===== src/rtl/median_pkg.sv =====
// Shared types for the median window and the downstream median network.
package median_pkg;

  typedef logic [31:0] data_t;

  localparam int unsigned N_TAPS = 10;

  typedef enum logic [0:0] {
    FILL   = 1'b0,
    STREAM = 1'b1
  } win_state_e;

endpackage


===== src/rtl/median_win_ctrl.sv =====
// Window controller: fill/stream FSM, fill counter, stride counter and
// the win_valid handshake; decides when a sample is accepted.
module median_win_ctrl
  import median_pkg::*;
#(
  parameter int unsigned STRIDE = 1
) (
  input  logic       clk,
  input  logic       rst,
  input  logic       flush_i,
  input  logic       in_valid_i,
  input  logic       win_ready_i,
  output logic       in_ready_o,
  output logic       accept_o,
  output logic       win_valid_o,
  output logic [3:0] fill_count_o
);

  localparam logic [3:0] FULL_CNT   = 4'(N_TAPS);
  localparam logic [3:0] LAST_FILL  = 4'(N_TAPS - 1);
  localparam logic [3:0] STRIDE_CNT = 4'(STRIDE);

  win_state_e state_q, state_d;
  logic [3:0] fill_q, fill_d;
  logic [3:0] stride_q, stride_d;
  logic       win_valid_q, win_valid_d;

  // A held window blocks intake, so taps/fill stay frozen until consumed.
  assign in_ready_o   = !rst && !flush_i && (!win_valid_q || win_ready_i);
  assign accept_o     = in_valid_i && in_ready_o;
  assign win_valid_o  = win_valid_q;
  assign fill_count_o = fill_q;

  always_comb begin
    state_d     = state_q;
    fill_d      = fill_q;
    stride_d    = stride_q;
    win_valid_d = win_valid_q;

    if (win_valid_q && win_ready_i) begin
      win_valid_d = 1'b0;
    end

    // A completing accept overrides the consume-clear, so no bubble appears.
    if (accept_o) begin
      case (state_q)
        FILL: begin
          if (fill_q == LAST_FILL) begin
            fill_d      = FULL_CNT;
            state_d     = STREAM;
            stride_d    = '0;
            win_valid_d = 1'b1;
          end else begin
            fill_d = fill_q + 4'd1;
          end
        end
        STREAM: begin
          if (stride_q + 4'd1 == STRIDE_CNT) begin
            stride_d    = '0;
            win_valid_d = 1'b1;
          end else begin
            stride_d = stride_q + 4'd1;
          end
        end
        default: begin
          state_d = FILL;
        end
      endcase
    end
  end

  always_ff @(posedge clk) begin
    if (rst || flush_i) begin
      state_q     <= FILL;
      fill_q      <= '0;
      stride_q    <= '0;
      win_valid_q <= 1'b0;
    end else begin
      state_q     <= state_d;
      fill_q      <= fill_d;
      stride_q    <= stride_d;
      win_valid_q <= win_valid_d;
    end
  end

endmodule


===== src/rtl/median_window_10.sv =====
// 10-tap sliding window feeding a median network; data_0 oldest, data_9 newest.
// Optional flush port enabled by defining MEDIAN_WIN_FLUSH_EN.
module median_window_10
  import median_pkg::*;
#(
  parameter int unsigned STRIDE = 1,
  parameter int unsigned WIDTH  = 32
) (
  input  logic             clk,
  input  logic             rst,
`ifdef MEDIAN_WIN_FLUSH_EN
  input  logic             flush,
`endif
  input  logic             in_valid,
  output logic             in_ready,
  input  logic [WIDTH-1:0] in_data,
  output logic             win_valid,
  input  logic             win_ready,
  output logic [WIDTH-1:0] data_0,
  output logic [WIDTH-1:0] data_1,
  output logic [WIDTH-1:0] data_2,
  output logic [WIDTH-1:0] data_3,
  output logic [WIDTH-1:0] data_4,
  output logic [WIDTH-1:0] data_5,
  output logic [WIDTH-1:0] data_6,
  output logic [WIDTH-1:0] data_7,
  output logic [WIDTH-1:0] data_8,
  output logic [WIDTH-1:0] data_9,
  output logic [3:0]       fill_count
);

  logic             flush_w;
  logic             accept;
  logic [WIDTH-1:0] tap_q [N_TAPS];

`ifdef MEDIAN_WIN_FLUSH_EN
  assign flush_w = flush;
`else
  assign flush_w = 1'b0;
`endif

  median_win_ctrl #(
    .STRIDE (STRIDE)
  ) u_ctrl (
    .clk          (clk),
    .rst          (rst),
    .flush_i      (flush_w),
    .in_valid_i   (in_valid),
    .win_ready_i  (win_ready),
    .in_ready_o   (in_ready),
    .accept_o     (accept),
    .win_valid_o  (win_valid),
    .fill_count_o (fill_count)
  );

  // Flush deliberately leaves the taps alone; only reset clears them.
  always_ff @(posedge clk) begin
    if (rst) begin
      for (int unsigned i = 0; i < N_TAPS; i++) begin
        tap_q[i] <= '0;
      end
    end else if (accept) begin
      for (int unsigned i = 0; i < N_TAPS - 1; i++) begin
        tap_q[i] <= tap_q[i+1];
      end
      tap_q[N_TAPS-1] <= in_data;
    end
  end

  assign data_0 = tap_q[0];
  assign data_1 = tap_q[1];
  assign data_2 = tap_q[2];
  assign data_3 = tap_q[3];
  assign data_4 = tap_q[4];
  assign data_5 = tap_q[5];
  assign data_6 = tap_q[6];
  assign data_7 = tap_q[7];
  assign data_8 = tap_q[8];
  assign data_9 = tap_q[9];

endmodule


===== config.mk =====
export PLATFORM = sky130hd
export DESIGN_NAME = median_window_10
export DESIGN_NICKNAME = d
export VERILOG_FILES = /design/src/rtl/median_pkg.sv /design/src/rtl/median_win_ctrl.sv /design/src/rtl/median_window_10.sv
export SDC_FILE = /design/constraint.sdc
export NUM_CORES = 1
export LEC_CHECK = 0
export CAP_MARGIN = 25
export CORE_AREA = 10 10 168 170
export DETAILED_ROUTE_END_ITERATION = 10
export DIE_AREA = 0 0 178 180
export HOLD_SLACK_MARGIN = 0.06
export PLACE_DENSITY = 0.88
export SETUP_SLACK_MARGIN = 0.02
export SLEW_MARGIN = 20
export SYNTH_ARGS = -nofsm -noshare
export SYNTH_HDL_FRONTEND = slang
export SYNTH_SLANG_ARGS = --single-unit

===== constraint.sdc =====
create_clock -name clk -period 90.7 [get_ports clk]
set_input_delay 18.14 -clock clk [delete_from_list [all_inputs] [get_ports clk]]
set_output_delay 18.14 -clock clk [all_outputs]
set_load 0.005 [all_outputs]

======== Word level (Yosys, flattened, before mapping) ========
Memories as Yosys holds them, arrays and structs flattened.
Index checks and enable logic that the tools add are counted.
storage, ports and cells
  bits in registers ....................... 10
  memory bits (writable) .................. 320
  bits of input ports ..................... 36
  output and inout bits ................... 326
  logic and storage cells ................. 55
  memories kept ........................... 1
operators by class
  $add $sub $neg .......................... 2
  equal/unequal tests ..................... 3
  mux-type cells .......................... 26
  bitwise logic cells ..................... 11
  reduce and logical (&&, ||, !) cells .... 8
memory list
  memory  words  width  rd ports  clocked after memory_dff  wr ports  line                    RTL
  tap_q   10     32     10        0                         10        median_window_10.sv:34  logic [WIDTH-1:0] tap_q [N_TAPS];
operator list
  kind                 number
  $mux 32              10
  $mux 4               3
  $mux 1               11
  $or 1x1->1           10
  $add 4x1->4 const B  2
  $pmux 4 s2           1
  $eq 4x1->1 const B   1
  $eq 4x4->1 const B   1
  $reduce_and 2->1     2
  $logic_and 1x1->1    3
  $logic_not 1->1      2
  $ne 2x1->1 const B   1
  $pmux 1 s2           1
  $logic_or 1x1->1     1
  $not 1->1            1

======== Longest topological paths before layout ========
  word-level depth ........................ 8
  depth in mapped cells ................... 6
  gate-level depth less buffers ........... 6

======== Hierarchy ========
A second synthesis with hierarchy kept.
second synthesis, totals
  cell total of the unflattened synthesis .. 780
  area total of the unflattened synthesis .. 13364.1 µm²
modules (own cells, without submodules)
  module            times used  cells an instance  area an instance (µm²)  seq. area each (µm²)
  median_window_10  1           712                12764.7                 9609.2
  median_win_ctrl   1           68                 599.3                   200.2

======== Least setup slack after synthesis ========
OpenSTA, ideal clock, no wires.
  kind .................................... input to register
  start point ............................. input port win_ready
  end point ............................... memory tap_q[0][0], enable pin
  setup time .............................. 1.444 ns
  arrival time ............................ 40.468 ns
  required time ........................... 89.256 ns
  slack ................................... 48.788 ns
  stages .................................. 2
  buffers on the path ..................... 0
  path through ............................ nor2b_4 -> o21ai_0
RTL lines
  what                line                    RTL
  start: declaration  median_window_10.sv:18  input logic win_ready,
  end: declaration    median_window_10.sv:34

======== Worst setup path after layout ========
  start point ............................. input port rst
  end point ............................... output port in_ready
between the ends
  cells in the longest elaborated chain, start to end .. 2
RTL lines
  what                line                    RTL
  start: declaration  median_window_10.sv:10  input logic rst,
  $logic_not 1->1     median_win_ctrl.sv:29   assign in_ready_o = !rst && !flush_i && (!win_valid_q || win_ready_i);
  $logic_and 1x1->1   median_win_ctrl.sv:29
  end: declaration    median_window_10.sv:15  output logic in_ready,
Every way passes these cells.

==> results <==
- The flow ran to the end, and the final reports show no timing, DRC or antenna violations.
- The via-per-instance ratio is 4.86.
- The total core area is 24900 um2.
- Setup repair after global routing left no endpoint under its margin.
- The synthesized net count is 781.
- Timing would allow up to 0.0266 GHz.
- The clock tree buffer depth is 3.
- For this design, the sink count on the clock tree is 330.
- The design draws 0.346 mW.
- During I/O placement, the number of pins put on the boundary was 362.
- Row generation in the floorplan step produced 58 rows.
- The path type of the worst min-delay path is register to register.
- The H-tree was split into 2 levels.
- The endpoint type of the worst setup path is an output port.
- The worst register-to-register path has a setup slack of 87.60 ns.
- The first TritonRoute pass finished after 5 iterations.
- For this configuration, the core starts out at a cell density of 0.504.
- For this run, design rule violations remaining after detail routing come to 0.
- The vertical extent of the die is 180 um.
- The post-cts repair resize count is 0.
- The post-DP HPWL is 21.4 mm.
- The minimum clock period after layout is 37.66 ns.
- The number of failing setup endpoints in the final timing report is 0.
- TritonCTS built the clock tree.
- The register cell area after layout is 9810 um2.
- The post-layout utilization of the core is 0.705.
- The width of the chip is 178 um.
- The count of buffers added on input and output ports is 361.
- The worst-skew pair later-pin latency is 0.50 ns.
- The CTS root buffer is clkbuf_16.
- The number of cell instances on the worst register-to-register path is 4.
- Buffers added to address setup during post-CTS repair amount to 0.
- The layout overhead on the synthesized area is 39.7%.
- The critical path startpoint is rst.
- Of all nets on the critical path, the largest fanout is 11.
- The via count of the first global-routing pass is 7405.
- 0 antenna diodes ended up in the layout.
- In this run the critical register-to-register path is captured at tap_q[2][2].
- The fill cell instance count of the final layout is 1554.
- The average detailed-routed wire length per instance is 21.0 um.
- The total track usage is 0.182.
- Clock-pin slew was measured on the worst setup and hold paths at 0.05 ns.
- The total via count after detailed routing is 7097.
- Once placement completed, the tool counted placed cells totaling 1400.
- The final hold violation count is 0.
- STA classifies the critical path startpoint as a primary input.
- The floorplan step defined a die boundary enclosing 32000 um2.
- Summing all multi-input logic gate instances after layout gives 2540 um2.
- The launch instance of the worst register-to-register path is u_ctrl.win_valid_o.
- At the pin with the least slew margin, the transition time is 1.18 ns.
- In the finished design, the share of the clock period the worst path needs comes to 0.415.
- The fraction of layout instances using a drive strength above 1 is 0.169.
- The first routing iteration left 455 violations.
- At the end of routability-driven placement, the weighted congestion stood at 0.819.
- The category of the critical setup timing path is primary input to output port.
- The placed instance area is 16400 um2.
- The net total in the final layout is 1149.
- For the worst setup path, the data required time is 72.56 ns.
- The count of pins over their slew limit is 0.
- The part of the Yosys area used for sequential elements is 0.781.
- The number of max-cap violations is 0.
- Buffers inserted to repair hold after CTS numbered 0.
- On the final layout, the worst clock skew is 0.00871 ns.
- The worst-case setup slack after placement is 53.02 ns.
- The headroom to the max-slew limit is 0.210.
- The clock buffer count from CTS is 35.
- The origin of the worst min-delay path is u_ctrl.fill_count_o[3].
- The worst ir drop on vdd is 0.0135 mV.
- The routed design has 30.7 mm of wire.
- For this run, the number of Yosys warnings is 0.
- The tightest hold path in the finished design has a slack of 0.494 ns.
- The cell count of the worst hold path is 1.
- The data arrival time of the worst path is 19.52 ns.
- In this run the mean area of a mapped cell was 16.9 um2.
- The count of unique library cells instantiated by Yosys is 35.
- The cell area after technology mapping is 12600 um2.
- For this run the aggregate overflow at the end of global routing stands at 0.
- The first global-routing pass estimated 45.0 mm of wire.
- Synthesis inferred 330 register bits.
- The count of mapped cells out of synthesis is 741.
- The worst path setup slack after routing is 53.04 ns.
- Entering global routing, the biggest net connects 294 pins.
- The ratio of total power to cell area is 19.7 nW/um2.
- The summed area of non-filler cells in the final layout is 17500 um2.
- The final cell count without fillers is 1461.
- Adding up every negative setup slack in the final design gives 0 ns.
- The worst min-delay path endpoint is u_ctrl.fill_count_o[3].
- The number of antenna violations at the first check in global routing is 0.
- Once detail routing completed, the nets flagged for antenna violations numbered 0.
- For this design the static power due to leakage is 6.66 nW.
[sequential cells by signal, summed over array words and instances (netlist names)]
signal,cells
tap_q,320
u_ctrl.state_q,1
u_ctrl.stride_q,4
u_ctrl.fill_count_o,4
u_ctrl.win_valid_o,1
[cell families (layout without fill, tap and decap cells)]
| kind of cell | after synthesis | after routing | share of synthesized area |
|---|---|---|---|
| compound gates | 15 | 15 | 0.00877 |
| xor+xnor | 1 | 1 | 0.000698 |
| fa+ha+maj | 4 | 4 | 0.00399 |
| buf+inv | 42 | 432 | 0.0174 |
| flops | 330 | 330 | 0.781 |
| mux | 2 | 2 | 0.00159 |
| simple gates | 347 | 347 | 0.186 |
[power breakdown]
group	switching, mW	internal [mW]	total [mW]
registers	0.00468	0.177	0.182
logic	0.0128	0.0190	0.0318
clock network	0.0546	0.0772	0.132
[cell usage after synthesis]
cell type,n,area (um2)
nand2_1,4,15.0
a22oi_1,1,7.51
dfxtp_1,10,200
a41oi_1,1,8.76
o41ai_1,1,8.76
a32o_1,1,10.0
nand2b_1,3,18.8
xor2_1,1,8.76
buf_4,1,7.51
nor4_4,1,21.3
buf_6,3,33.8
clkbuf_1,5,18.8
nand4_1,1,6.26
nor4b_1,1,8.76
inv_1,4,15.0
a211oi_1,1,7.51
a21oi_1,3,15.0
and2_2,133,998
nand3_1,2,10.0
and3_2,1,7.51
nor2b_4,1,13.8
mux2i_1,2,20.0
a32oi_1,2,17.5
o2111ai_1,1,8.76
and2_1,188,1180
nor2_1,10,37.5
o31ai_1,1,7.51
edfxtp_1,320,9610
o21ai_0,2,10.0
and3b_1,1,8.76
inv_2,1,3.75
ha_1,4,50.1
a31o_2,1,8.76
nor3_4,1,16.3
clkbuf_2,28,140
[final cells by class]
cell class	count	area share
inverter	5	0.00107
sequential	330	0.559
clock inverter	11	0.00456
timing repair buffer	368	0.212
clock buffer	48	0.0551
tap	330	0.0235
multi-input combinational	369	0.145
[how the worst max path moves through the flow]
stage                        to
floorplan           tap_q[0][0]
global placement       in_ready
detailed placement     in_ready
CTS                    in_ready
global route           in_ready
finish                 in_ready
[per-layer routing]
layer	GRT usage	wire length [um]	vias to the layer above
li1	-	-	3323
met4	0.0650	952	0
met3	0.0792	3660	52
met1	0.192	10700	3413
met2	0.315	15400	309
met5	0	0	-
[worst max-delay path, stage by stage]
cell,delay (ns)
clkdlybuf4s50_1,0.66
nor2_1,0.19
clkdlybuf4s50_1,0.52
[cell usage in the layout (no fill, tap or decap), types with 4 or more instances in the layout]
| cell | count |
|---|---|
| and2_2 | 133 |
| clkinv_2 | 4 |
| dfxtp_1 | 10 |
| clkdlybuf4s50_1 | 361 |
| ha_1 | 4 |
| clkinv_1 | 4 |
| nor2_1 | 10 |
| clkbuf_16 | 37 |
| clkbuf_1 | 11 |
| nand2_1 | 4 |
| and2_1 | 188 |
| inv_1 | 4 |
| buf_4 | 4 |
| edfxtp_1 | 320 |
Power figures use the tool's default switching activity.
